`config.mk`:
```
export PLATFORM = sky130hd
export DESIGN_NAME = memory_access
export DESIGN_NICKNAME = d
export VERILOG_FILES = /design/src/rtl/mips_pkg.sv /design/src/rtl/mem_timeout_counter.sv /design/src/rtl/memory_access.sv
export SDC_FILE = /design/constraint.sdc
export NUM_CORES = 1
export LEC_CHECK = 0
export BUFFER_PORTS_ARGS = -buffer_cell sky130_fd_sc_hd__buf_2
export CAP_MARGIN = 20
export CORE_ASPECT_RATIO = 1.1
export CORE_MARGIN = 8
export CORE_UTILIZATION = 40
export CTS_CLUSTER_SIZE = 8
export DETAILED_ROUTE_END_ITERATION = 7
export PLACE_DENSITY = 0.7
export SKIP_CTS_REPAIR_TIMING = 1
export SLEW_MARGIN = 20
export SYNTH_ARGS = -nofsm -noshare
export SYNTH_HDL_FRONTEND = slang
export SYNTH_SLANG_ARGS = --single-unit
```
`constraint.sdc`:
```
create_clock -name clk -period 2 [get_ports clk]
set_input_delay 0.3 -clock clk [delete_from_list [all_inputs] [get_ports clk]]
set_output_delay 0.3 -clock clk [all_outputs]
set_load 0.01 [all_outputs]
```
`src/rtl/mips_pkg.sv`:
```
// Shared types and constants for the MIPS MEM stage.
package mips_pkg;

  localparam int REG_ADDR_W      = 5;
  localparam int WORD_ALIGN_BITS = 2;
  localparam int DATA_W          = 32;

  typedef enum logic {
    IDLE   = 1'b0,
    ACCESS = 1'b1
  } mem_state_t;

  // Registered write-back bundle handed to the WB stage.
  typedef struct packed {
    logic                  valid;
    logic                  reg_write;
    logic [REG_ADDR_W-1:0] write_reg;
    logic [DATA_W-1:0]     data;
  } wb_bundle_t;

endpackage

```
`src/rtl/mem_timeout_counter.sv`:
```
// Counts bus-access cycles that pass without an acknowledge.
// expired is asserted during the cycle that would be the TIMEOUT_CYCLES-th
// ack-less cycle, so the owner can abort on that same edge.
module mem_timeout_counter #(
  parameter int TIMEOUT_CYCLES = 16
) (
  input  logic clk,
  input  logic rst_n,
  input  logic clear,
  input  logic enable,
  output logic expired
);

  localparam int CNT_W = $clog2(TIMEOUT_CYCLES + 1);

  logic [CNT_W-1:0] count_reg;

  // Cycle counter: cleared while idle, advanced on each ack-less access cycle.
  always_ff @(posedge clk or negedge rst_n) begin
    if (!rst_n) begin
      count_reg <= '0;
    end else if (clear) begin
      count_reg <= '0;
    end else if (enable) begin
      count_reg <= count_reg + CNT_W'(1);
    end
  end

  assign expired = enable && (count_reg == CNT_W'(TIMEOUT_CYCLES - 1));

endmodule

```
`src/rtl/memory_access.sv`:
```
// MEM stage: performs loads/stores over a req/ack bus, resolves branches and
// delivers a registered write-back bundle, stalling upstream during bus access.
module memory_access
  import mips_pkg::*;
#(
  parameter int TIMEOUT_CYCLES = 16,
  parameter int ADDR_W         = 32
) (
  input  logic                  clk,
  input  logic                  rst_n,
  input  logic                  valid_in,
  input  logic [ADDR_W-1:0]     ALU_result,
  input  logic [ADDR_W-1:0]     write_data,
  input  logic [ADDR_W-1:0]     new_address,
  input  logic                  zero,
  input  logic                  mem_read,
  input  logic                  mem_write,
  input  logic                  branch,
  input  logic                  reg_write_in,
  input  logic                  mem_to_reg_in,
  input  logic [REG_ADDR_W-1:0] write_reg_in,
  output logic                  stall,
  output logic                  pc_src,
  output logic [ADDR_W-1:0]     branch_target,
  output logic                  bus_req,
  output logic                  bus_we,
  output logic [ADDR_W-1:0]     bus_addr,
  output logic [ADDR_W-1:0]     bus_wdata,
  input  logic                  bus_ack,
  input  logic [ADDR_W-1:0]     bus_rdata,
  output logic                  wb_valid,
  output logic                  wb_reg_write,
  output logic [REG_ADDR_W-1:0] wb_write_reg,
  output logic [ADDR_W-1:0]     wb_data,
  output logic                  fault
);

  mem_state_t state_reg, state_next;
  wb_bundle_t wb_reg, wb_next;
  logic       bus_req_next;
  logic       fault_next;

  // Op attributes captured at the accept edge, used when the access completes.
  logic                  cap_store;
  logic                  cap_load_to_reg;
  logic                  cap_reg_write;
  logic [REG_ADDR_W-1:0] cap_write_reg;
  logic [ADDR_W-1:0]     cap_alu;

  logic accept;
  logic is_mem;
  logic aligned;
  logic timer_clear;
  logic timer_enable;
  logic timer_expired;

  assign accept       = (state_reg == IDLE) && valid_in;
  assign is_mem       = mem_read | mem_write;
  assign aligned      = (ALU_result[WORD_ALIGN_BITS-1:0] == '0);
  assign stall        = (state_reg != IDLE);
  assign timer_clear  = (state_reg == IDLE);
  assign timer_enable = (state_reg == ACCESS) && !bus_ack;

  mem_timeout_counter #(
    .TIMEOUT_CYCLES(TIMEOUT_CYCLES)
  ) u_timeout (
    .clk     (clk),
    .rst_n   (rst_n),
    .clear   (timer_clear),
    .enable  (timer_enable),
    .expired (timer_expired)
  );

  // State register.
  always_ff @(posedge clk or negedge rst_n) begin
    if (!rst_n) begin
      state_reg <= IDLE;
    end else begin
      state_reg <= state_next;
    end
  end

  // Next state, bus request, fault and write-back bundle decisions.
  always_comb begin
    state_next        = state_reg;
    bus_req_next      = bus_req;
    fault_next        = 1'b0;
    wb_next           = wb_reg;
    wb_next.valid     = 1'b0;
    if (state_reg == IDLE) begin
      if (valid_in) begin
        if (is_mem && aligned) begin
          state_next   = ACCESS;
          bus_req_next = 1'b1;
        end else if (is_mem) begin
          // Misaligned: report and retire without touching the bus.
          fault_next        = 1'b1;
          wb_next.valid     = 1'b1;
          wb_next.reg_write = 1'b0;
          wb_next.write_reg = write_reg_in;
          wb_next.data      = ALU_result;
        end else begin
          wb_next.valid     = 1'b1;
          wb_next.reg_write = reg_write_in;
          wb_next.write_reg = write_reg_in;
          wb_next.data      = ALU_result;
        end
      end
    end else begin
      // An ack in the final allowed cycle takes priority over the timeout.
      if (bus_ack) begin
        state_next        = IDLE;
        bus_req_next      = 1'b0;
        wb_next.valid     = 1'b1;
        wb_next.reg_write = cap_reg_write & ~cap_store;
        wb_next.write_reg = cap_write_reg;
        wb_next.data      = cap_load_to_reg ? bus_rdata : cap_alu;
      end else if (timer_expired) begin
        state_next        = IDLE;
        bus_req_next      = 1'b0;
        fault_next        = 1'b1;
        wb_next.valid     = 1'b1;
        wb_next.reg_write = 1'b0;
        wb_next.write_reg = cap_write_reg;
        wb_next.data      = cap_alu;
      end
    end
  end

  // Output, bus and capture registers.
  always_ff @(posedge clk or negedge rst_n) begin
    if (!rst_n) begin
      wb_reg          <= '0;
      bus_req         <= 1'b0;
      bus_we          <= 1'b0;
      bus_addr        <= '0;
      bus_wdata       <= '0;
      fault           <= 1'b0;
      pc_src          <= 1'b0;
      branch_target   <= '0;
      cap_store       <= 1'b0;
      cap_load_to_reg <= 1'b0;
      cap_reg_write   <= 1'b0;
      cap_write_reg   <= '0;
      cap_alu         <= '0;
    end else begin
      wb_reg  <= wb_next;
      bus_req <= bus_req_next;
      fault   <= fault_next;
      pc_src  <= accept & branch & zero;
      if (accept && branch) begin
        branch_target <= new_address;
      end
      if (accept && is_mem && aligned) begin
        bus_we    <= mem_write;
        bus_addr  <= ALU_result;
        bus_wdata <= write_data;
      end
      if (accept) begin
        cap_store       <= mem_write;
        cap_load_to_reg <= mem_read & ~mem_write & mem_to_reg_in;
        cap_reg_write   <= reg_write_in;
        cap_write_reg   <= write_reg_in;
        cap_alu         <= ALU_result;
      end
    end
  end

  assign wb_valid     = wb_reg.valid;
  assign wb_reg_write = wb_reg.reg_write;
  assign wb_write_reg = wb_reg.write_reg;
  assign wb_data      = wb_reg.data;

endmodule

```
==> impl_metrics.yaml <==
timing:
  rsz0062_at_grt: "false"
  hold_ws_ns: 0.0900
  fmax_mhz: 534
  period_share: 0.936
  setup_viol: 0
  fin_crit_ns: 1.87
  slew_headroom: 0.637
  drv_slew: 0
  finalSetupTns_ns: 0
  skew_ns: 0.0114
  tightestPinTransition_ns: 0.544
  finalHoldViolCount: 0
routing:
  routed_wirelength_um: 23700
  drtIter0Drc: 264
  viasPerCell: 5.16
  antenna_left: 0
  drcViolationCount: 0
  dr.pass1.iters: 4
  wire_per_inst_um: 19.1
  via_count: 6394
placed_design:
  port_buffers: 282
  gp_congestion: 0.789
  place_hpwl_um: 17400
clock_tree:
  cts_root_buf: "clkbuf_16"
  cts_max_level: 4
  cts_tree: "done"
  cts-buffers-inserted: 17
  cts.sinks: 185
  clkTransAtPathRegs_ns: 0.07
  clockBufferDepth: 2
  clk_latency_ns: 0.43
cells_and_area:
  fin_nets: 1119
  drive_above_1_share: 0.449
  layout_commonest_cell: "buf_2"
  area_growth_pct: 30.3
  layout_common_cells: "281 x buf_2, 183 x dfrtp_1, 156 x nand2_1, 69 x mux2_2, 34 x nor2_1"
worst_setup_path:
  r2r_end: "wb_data[25]"
  crit_type: "reg2reg"
  worstPathArrival_ns: 2.22
  cp_num_buf_inv: 1
  rr_startpoint: "u_timeout.count_reg[0]"
  cp.required_ns: 2.35
  critical_path.max_fanout: 11
  r2r_slack_ns: 0.13
  crit_family: "compound AO/OA/AOI/OAI gates"
  cp_cell_sequence: "ha_1, and3_1, ha_2, o21ai_4, buf_4, a32oi_1, a21oi_1"
  critPathCaptureType: "flip-flop"
  rr_worst_depth: 7
  worst_path_largest_cell_delay_ns: 0.41
  slowest_stage: "dfrtp_1"
  start_kind: "flip-flop"
global_route:
  grt_antenna_before_repair: 1
  track_usage: 0.190
  grt_max_degree: 62
  grt-ovfl-total: 0
  grt_pass1_wl_um: 37000
  first_global_vias: 6831
die:
  dieHeight_um: 165
  die_area_um2: 25000
  dieWidth_um: 152
  initial_core_util: 0.407
  fp.coreArea_um2: 19900
  top_level_ports: 283
  placementRows: 54
synth:
  synth_top_family_by_area: "multiplexers"
  synthAdderAreaFrac: 0.00309
  synthXorXnorAreaFrac: 0.00325
  ys_types: 28
  seq_area_frac_synth: 0.572
  syn_nets: 841
  synth_cells: 696
  ys_warn_count: 0
  yosys.area_share.simple: 0.109
  ys_ff_latch: 185
  synth_area_um2: 8090
  avgSynthCellArea_um2: 11.6
  synth_compound_area_frac: 0.0957
  muxShareOfSynthArea: 0.185
outcome:
  run_status: "completed"
min_path:
  holdPathEnd: "cap_write_reg[1]"
  min-delay-start: "write_reg_in[1]"
  hold_path_class: "in2reg"
  whs_path_depth: 3
flow_run:
  cap_violations: 0
pwr:
  peakVddDrop_v: 0.000556
  p_leak_nw: 5.43
  power_density_nw_per_um2: 997
-- where the power goes --
group | switching [mW] | leakage (nW) | total, mW | internal, mW
clock | 1.58 | 0.293 | 3.40 | 1.82
combinational | 1.20 | 2.93 | 2.36 | 1.15
sequential | 0.365 | 2.21 | 4.75 | 4.39
total | 3.15 | 5.43 | 10.5 | 7.36
-- tightest hold or removal path, delay by kind of cell --
kind | cells | cell delay, ns
buffers and inverters | 1 | 0.09
AND/OR/NAND/NOR | 2 | 0.09
-- Yosys cell counts --
cell type	instances	area share
a221o_1	5	0.0062
dfrtp_1	185	0.57
nor3_1	1	0.00062
nand4b_1	3	0.0032
mux2_2	69	0.096
a21o_1	32	0.030
a32oi_1	30	0.032
clkbuf_1	26	0.012
mux2_4	26	0.048
nand3_1	5	0.0031
o32ai_1	1	0.0011
o21a_1	1	0.00093
buf_6	4	0.0056
buf_2	21	0.013
xnor2_1	3	0.0032
o31ai_2	1	0.0015
mux2i_1	33	0.041
nand2_1	157	0.073
ha_1	2	0.0031
inv_1	2	0.00093
o21ai_0	5	0.0031
nor2_1	34	0.016
and2_1	6	0.0046
nor2b_1	2	0.0015
a21oi_1	30	0.019
and3_1	7	0.0054
a2bb2oi_1	2	0.0022
nand2b_1	3	0.0023
-- layout make-up --
type | instances | area (um2)
diodes | 1 | 2.50
flip-flops and latches | 185 | 4630
clock inverters | 13 | 148
well taps | 252 | 315
repair buffers | 310 | 1750
multi-input cells | 458 | 3250
clock buffers | 19 | 443
inverters | 2 | 7.51
fillers | 1771 | 9320
-- cell families (layout without fill, tap and decap cells) --
group / after synthesis / after routing
adder cells (fa/ha/maj): 2 / 2
multiplexers: 128 / 128
flip-flops: 185 / 185
AND/OR/NAND/NOR: 218 / 218
XOR/XNOR: 3 / 3
AO/OA/AOI/OAI: 107 / 107
other: 0 / 1
buffers and inverters: 53 / 344
-- metal layers --
metal / track usage / wire, um
met1: 0.220 / 9520
met2: 0.320 / 11500
met3: 0.0654 / 2340
met4: 0.0660 / 337
met5: 0 / 0
-- metrics by stage --
step | cells | power [mW] | utilization | worst slack (ns) | area, um2
floorplan | 696 | 6.04 | - | 0.0634 | 8090
global placement | 1206 | 7.14 | 0.500 | 0.184 | 9940
detailed placement | 1206 | 7.22 | 0.500 | 0.129 | 9940
CTS | 1238 | 10.6 | 0.530 | 0.124 | 10500
global route | 1240 | 11.0 | 0.531 | 0.00153 | 10500
finish | 1240 | 10.5 | 0.531 | 0.129 | 10500
-- worst max-delay path by stage --
stage	from	to	slack (ns)	depth (start not counted)
after floorplan	u_timeout.count_reg[0]	wb_data[10]	0.06	9
after global placement	u_timeout.count_reg[0]	wb_data[22]	0.18	7
after detailed placement	u_timeout.count_reg[0]	wb_data[21]	0.13	7
after CTS	u_timeout.count_reg[0]	wb_data[21]	0.12	7
after global routing	u_timeout.count_reg[0]	wb_data[22]	0.002	7
final	u_timeout.count_reg[0]	wb_data[25]	0.13	7
Power figures use the tool's default switching activity.
